===== config.mk =====
export PLATFORM = sky130hd
export DESIGN_NAME = txt_rom_arbiter
export DESIGN_NICKNAME = d
export VERILOG_FILES = /design/src/rtl/txt_rom_arbiter.sv
export SDC_FILE = /design/constraint.sdc
export NUM_CORES = 1
export LEC_CHECK = 0
export BUFFER_PORTS_ARGS = -buffer_cell sky130_fd_sc_hd__buf_4
export CAP_MARGIN = 5
export CORE_UTILIZATION = 35
export DETAILED_ROUTE_END_ITERATION = 10
export GPL_TIMING_DRIVEN = 0
export REMOVE_ABC_BUFFERS = 1
export SYNTH_ARGS = -nofsm -noshare
export SYNTH_HDL_FRONTEND = slang
export SYNTH_SLANG_ARGS = --single-unit

===== constraint.sdc =====
create_clock -name i_clk -period 5 [get_ports i_clk]
set_clock_uncertainty 0.2 [all_clocks]
set_input_delay 0.5 -clock i_clk [delete_from_list [all_inputs] [get_ports i_clk]]
set_output_delay 0.5 -clock i_clk [all_outputs]
set_load 0.005 [all_outputs]

===== src/rtl/txt_rom_arbiter.sv =====
// Round-robin arbiter sharing one text-ROM lookup path between N_REQ text engines.
// Returned char codes are tagged with the requester id and emitted in grant order.
module txt_rom_arbiter #(
    parameter int N_REQ  = 4,
    parameter int XY_W   = 8,
    parameter int CODE_W = 7,
    parameter int LAT    = 1,
    localparam int ID_W  = $clog2(N_REQ)
) (
    input  logic                  i_clk,
    input  logic                  i_rst,
    input  logic                  i_hold,
    input  logic [N_REQ-1:0]      i_req,
    input  logic [N_REQ*XY_W-1:0] i_req_xy,
    output logic [N_REQ-1:0]      o_gnt,
    output logic [ID_W-1:0]       o_rom_sel,
    output logic [XY_W-1:0]       o_rom_xy,
    input  logic [CODE_W-1:0]     i_rom_code,
    output logic                  o_rsp_valid,
    output logic [ID_W-1:0]       o_rsp_id,
    output logic [CODE_W-1:0]     o_rsp_code,
    output logic                  o_busy
);

    localparam logic [ID_W:0]   NREQ_EXT = (ID_W + 1)'(N_REQ);
    localparam logic [ID_W-1:0] LAST_ID  = ID_W'(N_REQ - 1);

    logic [ID_W-1:0]   r_ptr;
    logic [N_REQ-1:0]  r_gnt;
    logic [ID_W-1:0]   r_sel;
    logic [XY_W-1:0]   r_xy;
    logic [LAT:0]      r_tag_v;
    logic [ID_W-1:0]   r_tag_id [0:LAT];
    logic              r_rsp_valid;
    logic [ID_W-1:0]   r_rsp_id;
    logic [CODE_W-1:0] r_rsp_code;

    logic [N_REQ-1:0]  w_rot;
    logic [ID_W-1:0]   w_off;
    logic [ID_W:0]     w_sum;
    logic [ID_W-1:0]   w_winner;
    logic [ID_W-1:0]   w_ptr_nxt;
    logic [XY_W-1:0]   w_xy;
    logic [N_REQ-1:0]  w_onehot;
    logic              w_fire;

    // Rotate requests so that bit 0 is the requester the pointer currently favours.
    always_comb begin
        w_rot = '0;
        for (int s = 0; s < N_REQ; s++) begin
            if (r_ptr == ID_W'(s)) begin
                for (int i = 0; i < N_REQ; i++) begin
                    w_rot[i] = i_req[(i + s) % N_REQ];
                end
            end
        end
    end

    always_comb begin
        w_off = '0;
        for (int i = N_REQ - 1; i >= 0; i--) begin
            if (w_rot[i]) begin
                w_off = ID_W'(i);
            end
        end
    end

    always_comb begin
        w_fire    = !i_hold && (|i_req);
        w_sum     = {1'b0, r_ptr} + {1'b0, w_off};
        w_winner  = (w_sum >= NREQ_EXT) ? ID_W'(w_sum - NREQ_EXT) : w_sum[ID_W-1:0];
        w_ptr_nxt = (w_winner == LAST_ID) ? '0 : w_winner + ID_W'(1);
    end

    always_comb begin
        w_xy     = '0;
        w_onehot = '0;
        for (int i = 0; i < N_REQ; i++) begin
            if (w_winner == ID_W'(i)) begin
                w_xy        = i_req_xy[i*XY_W +: XY_W];
                w_onehot[i] = 1'b1;
            end
        end
    end

    always_ff @(posedge i_clk) begin
        if (i_rst) begin
            r_ptr       <= '0;
            r_gnt       <= '0;
            r_sel       <= '0;
            r_xy        <= '0;
            r_tag_v     <= '0;
            for (int j = 0; j <= LAT; j++) begin
                r_tag_id[j] <= '0;
            end
            r_rsp_valid <= 1'b0;
            r_rsp_id    <= '0;
            r_rsp_code  <= '0;
        end else begin
            r_gnt <= '0;
            if (w_fire) begin
                r_gnt <= w_onehot;
                r_sel <= w_winner;
                r_xy  <= w_xy;
                r_ptr <= w_ptr_nxt;
            end
            // Stage 0 is the grant cycle; stage LAT lines up with the ROM's returned code.
            r_tag_v     <= {r_tag_v[LAT-1:0], w_fire};
            r_tag_id[0] <= w_winner;
            for (int j = 1; j <= LAT; j++) begin
                r_tag_id[j] <= r_tag_id[j-1];
            end
            r_rsp_valid <= r_tag_v[LAT];
            if (r_tag_v[LAT]) begin
                r_rsp_id   <= r_tag_id[LAT];
                r_rsp_code <= i_rom_code;
            end
        end
    end

    assign o_gnt       = r_gnt;
    assign o_rom_sel   = r_sel;
    assign o_rom_xy    = r_xy;
    assign o_rsp_valid = r_rsp_valid;
    assign o_rsp_id    = r_rsp_id;
    assign o_rsp_code  = r_rsp_code;
    // The response register counts as the final tag stage so busy covers the rsp pulse.
    assign o_busy      = (|r_tag_v) || (|r_gnt) || r_rsp_valid;

endmodule


==> impl_metrics.json <==
{
  "path_clk_slew_ns": 0.06,
  "cts_setup_buffers": 0,
  "grt_remaining_overflow": 0,
  "nNetsFinal": 287,
  "ys_seq_elements": 32,
  "start_util_pct": 37.1,
  "cts_max_level": 2,
  "final_max_slew_viol_count": 0,
  "yosys.area.top_type": "dfxtp_1",
  "critPathMaxFanout": 12,
  "finalCriticalPeriod_ns": 3.31,
  "die_w_um": 67.6,
  "drive_above_1_share_pct": 33.8,
  "remaining_drc_errors": 0,
  "core_mm2": 0.00406,
  "grt_max_degree": 29,
  "netlist_instances": 172,
  "met1_usage_pct": 20.7,
  "gp_congestion": 0.706,
  "drt-wirelength-per-cell_um": 13.0,
  "finalCritPeriodShare_pct": 66.3,
  "viasPerCell": 4.87,
  "grt_pass1_vias": 1302,
  "clk_latency_ns": 0.28,
  "cts_resized": 0,
  "n_fill_cell": 400,
  "clock_path_buffers": 2,
  "n_antenna_cell": 0,
  "finalSetupTns_ns": 0,
  "cp.arrival_ns": 3.31,
  "hp-class": "reg2reg",
  "grt_pass1_wl_mm": 5.91,
  "antenna_found_initial": 0,
  "vias": 1398,
  "drt_iter0_markers": 46,
  "ys_seq_area_share_pct": 42.6,
  "placedCellCount": 279,
  "outcome": "finished, final reports clean",
  "grt_usage_pct": 17.7,
  "crit_type": "reg2reg",
  "setup-violations-final": 0,
  "fmax_ghz": 0.302,
  "powerDensity_mw_per_mm2": 498,
  "rsz0062_at_grt": "no",
  "area_delta_synth_final_pct": 40.6,
  "end_kind": "flip-flop",
  "ys_top_cells_by_area": "dfxtp_1, nor2_1, nor3_1",
  "grt.busiest_layer": "met2",
  "finalPower_mw": 1.05,
  "hpwl_mm": 2.67,
  "row_count": 23,
  "synth_top_area_share_pct": 42.6,
  "antenna_left": 0,
  "hold_viol": 0,
  "die_y_um": 67.6,
  "worst_slew_pin_slew_ns": 1.09,
  "cts_buffers": 5,
  "ir_drop_mv": 0.212,
  "layout_commonest_cell": "buf_4",
  "met2_usage_pct": 29.8,
  "io_buffers": 70,
  "ys_types": 30,
  "ys.warnings.count": 0,
  "avgSynthCellArea_um2": 8.75,
  "hold_buffers": 0,
  "cts_root_buf": "clkbuf_8",
  "mostFrequentLayoutCells": "buf_4, dfxtp_1, nor2_1",
  "cp.required_ns": 5.00,
  "dr.pass1.iters": 4,
  "cts_tree": "yes",
  "final_cells": 287,
  "wl_mm": 3.72,
  "die_area_mm2": 0.00457,
  "pin_count": 71,
  "power_leakage_nw": 0.943,
  "start_kind": "flip-flop",
  "slew_headroom_pct": 27.4,
  "cts_sinks": 32,
  "syn_area_mm2": 0.00151,
  "drv_cap": 0,
  "met3_usage_pct": 6.08
}
==> metrics by stage <==
step / util, % / cell area, um^2 / setup WS, ns / hold slack [ns]
after detailed placement: 49.9 / 2030 / 1.57 / 0.223
after global placement: 49.9 / 2030 / 1.60 / 0.221
after CTS: 52.1 / 2120 / 1.68 / 0.237
after floorplan: - / 1440 / 2.12 / 0.214
after global routing: 52.1 / 2120 / 1.31 / 0.261
final: 52.1 / 2120 / 1.69 / 0.233
==> cell usage after synthesis <==
| cell | n |
|---|---|
| dfxtp_1 | 32 |
| nor2_1 | 29 |
| nor3_1 | 19 |
| nor2b_1 | 12 |
| mux2i_1 | 9 |
| a21oi_1 | 8 |
| a211oi_1 | 7 |
| a221oi_1 | 7 |
| clkbuf_1 | 7 |
| nand2_1 | 6 |
| ha_1 | 5 |
| and2_1 | 4 |
| buf_2 | 4 |
| inv_1 | 4 |
| nand2b_1 | 2 |
| nor4_1 | 2 |
| o32ai_1 | 2 |
| a211oi_2 | 1 |
| a21o_1 | 1 |
| a311oi_1 | 1 |
| a32oi_2 | 1 |
| buf_4 | 1 |
| clkbuf_8 | 1 |
| nand3_1 | 1 |
| nand3b_1 | 1 |
| o21a_1 | 1 |
| o21ai_0 | 1 |
| o311a_2 | 1 |
| xnor2_1 | 1 |
| xnor2_2 | 1 |
==> cell type report <==
class,count,area [um^2],area share (%)
multi-input combinational,123,782,37.0
clock buffer,8,90.1,4.26
inverter,4,15.0,0.710
sequential,32,641,30.3
tap,50,62.6,2.96
timing repair buffer,70,526,24.8
==> path summary, 6_finish.rpt <==
check / from / endpoint / slack, ns / depth (start not counted)
setup / recovery: r_ptr[0] / o_rom_xy[0] / 1.69 / 12
hold reg to reg: r_tag_id[0][1] / r_tag_id[1][1] / 0.23 / 1
hold / removal: r_tag_id[0][1] / r_tag_id[1][1] / 0.23 / 1
setup reg to reg: r_ptr[0] / o_rom_xy[0] / 1.69 / 12
==> worst max-delay path, cell delays in order, from the launching register on <==
cell	delay [ns]
dfxtp_1	0.54
nor3_1	0.11
a311oi_1	0.25
o21ai_0	0.11
ha_1	0.20
xnor2_1	0.22
xnor2_2	0.15
ha_1	0.34
nor2b_1	0.49
a221oi_1	0.16
nor3_1	0.19
a211oi_1	0.07
nor3_1	0.21
==> per-layer routing <==
layer / share of wire (%) / routed length, um
met1: 47 / 1730
met2: 44 / 1650
met3: 7.9 / 293
met4: 1.2 / 46
met5: 0 / 0
==> logic make-up (layout without fill, tap and decap cells) <==
kind of cell               count (synthesis)  in the layout  synth area share (%)
adders and majority gates                  5              5                  4.16
buffers and inverters                     17             82                  5.49
DFF                                       32             32                  42.6
muxes                                      9              9                  5.99
xor gates and xnor gates                   2              2                  1.66
AOI/OAI and AO/OA                         31             31                  16.0
and+or+nand+nor                           76             76                  24.2
==> registers in the layout (all words and copies together), names as in the netlist <==
name and cells:
o_gnt 4, r_ptr 2, o_rsp_valid 1, o_rsp_id 2
o_rsp_code 7, r_tag_v 2, r_tag_id 4, o_rom_xy 8
o_rom_sel 2
==> report_power, final <==
group          internal [mW]  switching, mW
registers              0.310         0.0371
logic                  0.248          0.259
clock network          0.112         0.0873
total                  0.670          0.383
(Power assumes the default switching activity.)
